File: src/rtl/clock_reset_sequencer_if.sv
// Control/status bundle between the PLL-side controller and the reset/enable sequencer.
// slave is the sequencer side; master drives lock and soft-reset requests.
interface clock_reset_sequencer_if #(
   parameter int NUM_CH = 2
);
   logic              locked;
   logic              soft_reset;
   logic [NUM_CH-1:0] reset_out;
   logic [NUM_CH-1:0] ce;
   logic [NUM_CH-1:0] tick;
   logic              ready;

   modport master (
      output locked, soft_reset,
      input  reset_out, ce, tick, ready
   );

   modport slave (
      input  locked, soft_reset,
      output reset_out, ce, tick, ready
   );
endinterface

File: src/rtl/clock_reset_sequencer.sv
// Waits for PLL lock, stretches reset, then releases NUM_CH domains in staggered order with per-domain ce/tick.
// All outputs registered; lock loss or soft_reset returns every output to its reset value one edge later.
module clock_reset_sequencer #(
   parameter int                          NUM_CH         = 2,
   parameter int                          DIV_WIDTH      = 8,
   parameter logic [NUM_CH*DIV_WIDTH-1:0] DIVISORS       = {8'd1, 8'd1},
   parameter int                          RESET_CYCLES   = 32,
   parameter int                          STAGGER_CYCLES = 4
)(
   input  logic                  clk,
   input  logic                  reset,
   clock_reset_sequencer_if.slave bus
);
   localparam int HOLD_W  = $clog2(RESET_CYCLES + 1);
   localparam int STG_MAX = (NUM_CH - 1) * STAGGER_CYCLES;
   localparam int STG_W   = (STG_MAX < 1) ? 1 : $clog2(STG_MAX + 1);
   localparam bit INSTANT = (STG_MAX == 0);

   typedef enum logic [1:0] {WAIT_LOCK, HOLD, STAGGER, RUN} state_t;

   state_t            state_q, state_d;
   logic [HOLD_W-1:0] hold_q, hold_d;
   logic [STG_W-1:0]  stg_q, stg_d;
   logic [STG_W:0]    stg_inc;
   logic [NUM_CH-1:0] rst_q, rst_d;
   logic              ready_q, ready_d;
   logic              abort;
   logic [NUM_CH-1:0] ce_v, tick_v;

   assign abort   = bus.soft_reset | ~bus.locked;
   assign stg_inc = {1'b0, stg_q} + (STG_W + 1)'(1);

   always_ff @(posedge clk) begin
      if (reset) begin
         state_q <= WAIT_LOCK;
         hold_q  <= '0;
         stg_q   <= '0;
         rst_q   <= '1;
         ready_q <= 1'b0;
      end else begin
         state_q <= state_d;
         hold_q  <= hold_d;
         stg_q   <= stg_d;
         rst_q   <= rst_d;
         ready_q <= ready_d;
      end
   end

   always_comb begin
      state_d = state_q;
      hold_d  = hold_q;
      stg_d   = stg_q;
      rst_d   = rst_q;
      ready_d = ready_q;
      case (state_q)
         WAIT_LOCK: begin
            hold_d  = '0;
            stg_d   = '0;
            rst_d   = '1;
            ready_d = 1'b0;
            if (bus.locked && !bus.soft_reset) state_d = HOLD;
         end
         HOLD: begin
            if (hold_q == HOLD_W'(RESET_CYCLES - 1)) begin
               stg_d = '0;
               if (INSTANT) begin
                  rst_d   = '0;
                  ready_d = 1'b1;
                  state_d = RUN;
               end else begin
                  rst_d[0] = 1'b0;
                  state_d  = STAGGER;
               end
            end else begin
               hold_d = hold_q + HOLD_W'(1);
            end
         end
         STAGGER: begin
            // stg_inc counts edges since reset_out[0] fell, including this one
            stg_d = stg_inc[STG_W-1:0];
            for (int k = 1; k < NUM_CH; k++) begin
               if (stg_inc == (STG_W + 1)'(k * STAGGER_CYCLES)) rst_d[k] = 1'b0;
            end
            if (stg_inc == (STG_W + 1)'(STG_MAX)) begin
               ready_d = 1'b1;
               state_d = RUN;
            end
         end
         RUN: begin
            state_d = RUN;
         end
         default: state_d = WAIT_LOCK;
      endcase
      if (state_q != WAIT_LOCK && abort) begin
         state_d = WAIT_LOCK;
         hold_d  = '0;
         stg_d   = '0;
         rst_d   = '1;
         ready_d = 1'b0;
      end
   end

   for (genvar i = 0; i < NUM_CH; i++) begin : g_div
      localparam logic [DIV_WIDTH-1:0] RAW = DIVISORS[i*DIV_WIDTH +: DIV_WIDTH];
      localparam logic [DIV_WIDTH-1:0] TOP = (RAW == '0) ? '0 : RAW - DIV_WIDTH'(1);

      logic [DIV_WIDTH-1:0] div_q;
      logic                 ce_r, tick_r;

      // rst_d covers the abort edge so the divider clears together with reset_out
      always_ff @(posedge clk) begin
         if (reset || rst_q[i] || rst_d[i]) begin
            div_q  <= '0;
            ce_r   <= 1'b0;
            tick_r <= 1'b0;
         end else if (div_q == TOP) begin
            div_q  <= '0;
            ce_r   <= 1'b1;
            tick_r <= ~tick_r;
         end else begin
            div_q  <= div_q + DIV_WIDTH'(1);
            ce_r   <= 1'b0;
         end
      end

      assign ce_v[i]   = ce_r;
      assign tick_v[i] = tick_r;
   end

   assign bus.reset_out = rst_q;
   assign bus.ce        = ce_v;
   assign bus.tick      = tick_v;
   assign bus.ready     = ready_q;
endmodule

File: src/flat_wrapper.sv
// flat-port wrapper written by rule: the top's interface ports become plain ports
module clock_reset_sequencer_flat 
#(
   parameter int                          NUM_CH         = 2,
   parameter int                          DIV_WIDTH      = 8,
   parameter logic [NUM_CH*DIV_WIDTH-1:0] DIVISORS       = {8'd1, 8'd1},
   parameter int                          RESET_CYCLES   = 32,
   parameter int                          STAGGER_CYCLES = 4
)
  (clk, reset, bus_locked, bus_soft_reset, bus_reset_out, bus_ce, bus_tick, bus_ready);
  clock_reset_sequencer_if #(.NUM_CH(NUM_CH)) bus_i ();
  input  logic clk;
  input  logic reset;
  input wire logic [$bits(bus_i.locked)-1:0] bus_locked;
  input wire logic [$bits(bus_i.soft_reset)-1:0] bus_soft_reset;
  output wire logic [$bits(bus_i.reset_out)-1:0] bus_reset_out;
  output wire logic [$bits(bus_i.ce)-1:0] bus_ce;
  output wire logic [$bits(bus_i.tick)-1:0] bus_tick;
  output wire logic [$bits(bus_i.ready)-1:0] bus_ready;
  assign bus_i.locked = bus_locked;
  assign bus_i.soft_reset = bus_soft_reset;
  assign bus_reset_out = bus_i.reset_out;
  assign bus_ce = bus_i.ce;
  assign bus_tick = bus_i.tick;
  assign bus_ready = bus_i.ready;
  clock_reset_sequencer #(.NUM_CH(NUM_CH), .DIV_WIDTH(DIV_WIDTH), .DIVISORS(DIVISORS), .RESET_CYCLES(RESET_CYCLES), .STAGGER_CYCLES(STAGGER_CYCLES)) u_core (.clk(clk), .reset(reset), .bus(bus_i));
endmodule
File: config.mk
export PLATFORM = sky130hd
export DESIGN_NAME = clock_reset_sequencer_flat
export DESIGN_NICKNAME = d
export VERILOG_FILES = /design/src/rtl/clock_reset_sequencer_if.sv /design/src/rtl/clock_reset_sequencer.sv /design/src/flat_wrapper.sv
export SDC_FILE = /design/constraint.sdc
export NUM_CORES = 1
export LEC_CHECK = 0
export ABC_CLOCK_PERIOD_IN_PS = 1800
export BUFFER_PORTS_ARGS = -buffer_cell sky130_fd_sc_hd__buf_2
export CORE_UTILIZATION = 58
export DETAILED_ROUTE_END_ITERATION = 6
export PLACE_DENSITY = 0.83
export REMOVE_ABC_BUFFERS = 1
export SYNTH_ARGS = -nofsm -noshare
export SYNTH_HDL_FRONTEND = slang
export SYNTH_SLANG_ARGS = --single-unit
File: constraint.sdc
create_clock -name clk -period 1.8 [get_ports clk]
set_input_delay 0.36 -clock clk [delete_from_list [all_inputs] [get_ports clk]]
set_output_delay 0.36 -clock clk [all_outputs]
set_load 0.01 [all_outputs]
Word-level counts from Yosys, hierarchy flattened
Cells that the tools add are included.
Widths: inputs -> output; s select.
{"block": "totals", "input_bits": 4, "output_inout_bits": 7, "reg_bits": 34, "elab_cells": 66}
{"block": "classes", "muxes": 17, "reduce_logical": 21, "n_addsub": 4, "n_bitwise": 4, "n_eq_ne": 9}
{"operator": "$add 8x1->8 const B", "count": 2}
{"operator": "$logic_not 8->1", "count": 2}
{"operator": "$pmux 6 s2", "count": 1}
{"operator": "$pmux 3 s3", "count": 1}
{"operator": "$mux 2", "count": 4}
{"operator": "$pmux 2 s4", "count": 1}
{"operator": "$add 6x1->6 const B", "count": 1}
{"operator": "$eq 6x5->1 const B", "count": 1}
{"operator": "$mux 6", "count": 1}
{"operator": "$ne 2x1->1 const B", "count": 3}
{"operator": "$pmux 1 s2", "count": 3}
{"operator": "$reduce_and 2->1", "count": 3}
{"operator": "$reduce_bool 2->1", "count": 3}
{"operator": "$reduce_or 2->1", "count": 3}
{"operator": "$mux 1", "count": 5}
{"operator": "$add 3x1->4 const B", "count": 1}
{"operator": "$eq 2x2->1 const B", "count": 2}
{"operator": "$eq 4x3->1 const B", "count": 1}
{"operator": "$logic_or 1x1->1", "count": 4}
{"operator": "$mux 3", "count": 1}
{"operator": "$not 1->1", "count": 3}
{"operator": "$reduce_and 3->1", "count": 1}
{"operator": "$reduce_bool 3->1", "count": 1}
{"operator": "$eq 2x1->1 const B", "count": 1}
{"operator": "other kinds (5)", "count": 6}

Longest topological paths before layout
{"block": "logic_depth", "depth_word": 7, "depth_mapped": 6, "depth_no_buf": 6}

Worst setup path after synthesis
OpenSTA, ideal clock, no wires.
{"block": "synth_timing", "path_kind": "register to register", "start": "register u_core.hold_q[0]", "end": "register u_core.hold_q[0]", "synth_period_minus_slack_ns": 1.488, "stages_incl_launch_ff": 7, "setup_slack_ns": 0.312, "required_time_ns": 1.730, "arrival_time_ns": 1.418, "n_path_buf": 1, "setup_time_ns": 0.070, "path_cell_list": "dfxtp_1 > ha_1 > nor2b_1 > clkbuf_1 > a2111oi_0 > a41oi_1 > a21oi_1"}
{"block": "synth_via", "elab_chain_cells": 3, "word_cells_on_any_way": 6, "classes_between": "add/sub (1); eq/ne (2); mux (2); reduce/logical (1)"}
{"item": "start, declared", "line": "clock_reset_sequencer.sv:22", "source": "logic [HOLD_W-1:0] hold_q, hold_d;"}
{"item": "start signal, assigned", "line": "clock_reset_sequencer.sv:42", "source": "hold_q <= hold_d;"}
{"item": "$add 6x1->6 / $eq 6x5->1 (equally long branches)", "line": "clock_reset_sequencer.sv:75, clock_reset_sequencer.sv:64"}
{"item": "$mux 6 / $ne 2x2->1 (equally long branches)"}
{"item": "$pmux 6 s2 / $reduce_and 2->1 (equally long branches)"}
Several ways; a longest one is shown, not always the timed one. The select of a mux whose other input is x is not followed.
A chain may end at the register's enable or synchronous reset.

Worst setup path in the final report
{"block": "layout_timing", "start": "register u_core.hold_q[0]", "end": "register u_core.state_q[0]"}
{"block": "layout_via", "elab_chain_cells": 3}
{"item": "$eq 6x5->1", "line": "clock_reset_sequencer.sv:64", "source": "if (hold_q == HOLD_W'(RESET_CYCLES - 1)) begin"}
{"item": "$ne 2x1->1 (no line)"}
{"item": "$reduce_and 3->1 (no line)"}
{"item": "end signal, assigned", "line": "clock_reset_sequencer.sv:41", "source": "state_q <= state_d;"}
{"item": "end, declared", "line": "clock_reset_sequencer.sv:21", "source": "state_t state_q, state_d;"}
No other way between the ends.

==> impl_summary.txt <==
----------------------------------------------------
[Outcome]
  Result of the run ... finished, final reports clean

[Synth]
  Part of the Yosys area used for sequential elements ... 43.3%
  Main synth FF type ... dfxtp_1
  Asr flop ratio synth ... 0%
  Post-synthesis cell area ... 1570 µm²
  Number of synthesized flops with an enable pin ... 0
  Avg Inst Size Synth ... 9.20 µm²
  Yosys warns ... 0
  Synth unique cells ... 37
  Synthesized instance count ... ~170
  Count of state elements after synthesis ... 34

[Setup path]
  Crit path max fanout ... 6
  Path depth of the worst reg2reg path ... 5
  Critical-path cell list ... ha_1 -> nor2b_1 -> nand3b_1 -> o21ai_0 -> a21oi_1
  Arrival time reported for the critical path endpoint ... roughly 1.7 ns
  End of the worst register-to-register path ... u_core.state_q[0]$_SDFFE_PP0P_
  Slowest library cell on the worst path ... dfxtp_1
  Worst stage delay on the critical path ... approximately 0.43 ns
  Nature of the critical path startpoint ... flop
  Worst reg2reg setup slack ... 0.31 ns
  Critical Path End Type ... flop
  Worst endpoint required time ... 2.02 ns
  Launch point of the worst reg-to-reg path ... u_core.hold_q[0]$_SDFFE_PP0P_
  CP Class ... reg -> reg

[Final layout]
  Number of filler cells placed in the layout ... roughly 210
  Total Nets Final ... 194
  Relative area change from synthesis to final layout ... 6.92%
  Ant diodes ... 0
  Share of post-route cells with drive strength above 1 ... 15.8%
  Final cell utilization of the core ... between 60% and 70%

[Drt]
  Pre-Repair DR Iteration Count ... 6
  Drt total wl ... around 2800 µm
  Final ANT Viol Nets ... 0
  Detail-routed net length per standard cell ... 13.0 µm
  Via count normalized by instance count ... 5.69
  Via count ... about 1200
  Number of DRC violations after detailed-routing iteration 0 ... 28
  Detailed-route DRC error count ... 0

[Floorplan]
  Placement Rows ... 18
  Full die area ... 2920 µm²
  Core Footprint ... 2520 µm²
  I/O pin count ... 11
  Die outline height ... 54.1 µm
  Die boundary width ... 54.1 µm
  Initial core utilization ... 62.4%

[Min path]
  Number of cells traversed by the worst hold path ... 3
  Path class of the lowest-slack min-delay path ... in -> reg
  Worst Hold Launch ... bus_soft_reset
  Capture endpoint of the worst hold path ... u_core.state_q[0]$_SDFFE_PP0P_

[Timing]
  Portion of the clock cycle consumed by the worst path in the final layout ... 82.9%
  Relative slew slack ... about 70%
  Worst clock skew ... 0.0113 ns
  Final worst path period need ... 1.49 ns
  Total count of max-transition violations in the final report ... 0
  Highest clock frequency the design can meet ... 0.670 GHz
  Pin slew with the least headroom to its limit ... ~0.44 ns
  Unrepaired setup endpoints after global routing ... false
  Setup Viol. Count Final ... 0
  Final hold violation count ... 0
  Setup_tns ... 0 ns

[Pwr]
  Clock network fraction of total power ... 33.1%
  Static Leak ... 0.000663 µW
  Net switching share of the total power ... a little over a fifth
  Worst supply voltage drop on vdd ... 0.623 mV
  Switching power ... 251 µW
  Sequential fraction of design power ... between 60% and 70%
  Combinational Power Share ... 1.9%
  Internal power component ... 910 µW
  Power per standard cell area ... 690 nW/µm²

[Place]
  Half-perimeter wire length of the detailed placement result ... between 2000 and 2500 µm
  # port buffers ... 10
  RePlAce Congestion ... 0.823

[GRT]
  Wire length of the first global-routing pass ... 4720 µm
  Total congestion overflow after global routing ... 0
  Gr usage total ... 23.1%
  Via count of the first global-routing pass ... 1144
  Pin count of the biggest net entering global routing ... 15
  Initial antenna violation count ... 0

[Clocking]
  TritonCTS clock tree ... done
  Number of clock sinks seen by CTS ... 34
  Number of buffers inserted by hold repair at cts ... 0
  Largest buffer count on any clock path ... 2
  Maximum level of the CTS H-tree ... 2
  Clock-pin slew on the worst setup and hold paths ... roughly 0.10 ns
  Count of cells resized by post-cts repair ... 0
  Clock insertion delay at the later pin of the skew report ... between 0.3 and 0.4 ns
  Cell at the root of the clock tree ... clkbuf_4
  Number of CTS-inserted buffers ... 5
  Post-CTS Repair Setup Buffers ... 0

[Run]
  Number of maximum-capacitance constraint violations ... 0

----------------------------------------------------
worst max-delay path: cells and delay by family, from the launching register on:
| kind | cells | cell delay [ns] |
|---|---|---|
| DFF | 1 | 0.43 |
| and+or+nand+nor | 2 | 0.44 |
| adders and majority gates | 1 | 0.21 |
| AOI/OAI and AO/OA | 2 | 0.30 |
how the worst max path moves through the flow:
stage,startpoint,to
floorplan,bus_soft_reset,u_core.hold_q[3]$_SDFFE_PP0P_
detailed placement,bus_soft_reset,u_core.hold_q[2]$_SDFFE_PP0P_
global route,u_core.hold_q[0]$_SDFFE_PP0P_,u_core.hold_q[0]$_SDFFE_PP0P_
CTS,u_core.hold_q[0]$_SDFFE_PP0P_,u_core.stg_q[1]$_SDFFE_PP0P_
finish,u_core.hold_q[0]$_SDFFE_PP0P_,u_core.state_q[0]$_SDFFE_PP0P_
global placement,bus_soft_reset,u_core.hold_q[2]$_SDFFE_PP0P_
cell type report:
| class | instances | area [µm²] | area share (%) |
|---|---|---|---|
| inverter | 7 | 26.3 | 1.56 |
| sequential | 34 | 681 | 40.5 |
| clock buffer | 7 | 45.0 | 2.68 |
| tap | 30 | 37.5 | 2.23 |
| multi-input combinational | 120 | 805 | 47.8 |
| timing repair buffer | 15 | 87.6 | 5.21 |
cells by family (layout without fill, tap and decap cells):
group	after synthesis	count (layout)	synth area share, %
XOR/XNOR	14	14	7.80
multiplexers	1	1	0.636
AO/OA/AOI/OAI	25	25	10.7
buffers and inverters	17	29	5.57
AND/OR/NAND/NOR	73	73	26.4
flip-flops	34	34	43.3
adder cells (fa/ha/maj)	7	7	5.57
sequential cells by signal, indices dropped and copies added (netlist names):
name and count:
u_core.hold_q 6, u_core.g_div.ce_r 2, u_core.g_div.div_q 16, u_core.g_div.tick_r 2, u_core.bus.ready 1, u_core.stg_q 3, u_core.state_q 2, u_core.bus.reset_out 2
power by group through the flow:
stage | Clock (µW) | Sequential [µW] | Combinational, µW
floorplan | 0 | 774 | 10.6
finish | 384 | 755 | 21.8
detailed placement | 0 | 772 | 21.7
global placement | 0 | 772 | 21.2
CTS | 393 | 755 | 21.9
global route | 427 | 755 | 24.3
stage by stage:
stage                     instance area (µm²)  instances  hold slack, ns  power, µW  setup WS (ns)
after detailed placement                 1640        206           0.434        794          0.138
after global placement                   1640        206           0.438        793          0.192
after floorplan                          1510        161           0.449        784          0.138
after global routing                     1680        213           0.320       1210          0.106
final                                    1680        213           0.321       1160          0.307
after CTS                                1680        213           0.310       1170          0.324
cells in the mapped netlist, types with 2 or more instances:
| cell type | number | area [µm²] |
|---|---|---|
| a31oi_1 | 5 | 31.3 |
| dfxtp_1 | 34 | 681 |
| a21o_1 | 2 | 15.0 |
| clkbuf_1 | 4 | 15.0 |
| nand2_1 | 6 | 22.5 |
| nor3_1 | 4 | 20.0 |
| nand3b_1 | 3 | 22.5 |
| and3_1 | 7 | 43.8 |
| nor2b_1 | 5 | 31.3 |
| xor2_1 | 12 | 105 |
| nor2_1 | 19 | 71.3 |
| xnor2_1 | 2 | 17.5 |
| nor3_2 | 7 | 70.1 |
| a41oi_1 | 2 | 17.5 |
| inv_1 | 7 | 26.3 |
| ha_1 | 7 | 87.6 |
| buf_4 | 4 | 30.0 |
| o21bai_1 | 2 | 15.0 |
| a21oi_1 | 8 | 40.0 |
| nand3_1 | 14 | 70.1 |
cells in the final DEF (no fill, tap or decap), types with 2 or more instances in the layout:
cell type	count
dfxtp_1	34
nor2_1	19
nand3_1	14
xor2_1	12
buf_2	10
a21oi_1	8
inv_1	7
nor3_2	7
and3_1	7
ha_1	7
nand2_1	6
nor2b_1	5
a31oi_1	5
clkbuf_4	5
buf_4	5
nor3_1	4
nand3b_1	3
xnor2_1	2
o21bai_1	2
a41oi_1	2
a21o_1	2
clkbuf_1	2
per-layer routing:
metal / GRT usage [%] / part of all wire (%) / up-vias
met4: 12.8 / 1.5 / 0
met2: 35.6 / 48 / 19
met1: 27.8 / 46 / 565
met5: 0 / 0 / -
li1: - / - / 623
met3: 8.19 / 3.8 / 5
Note: power is estimated with default switching activity, not from simulation.
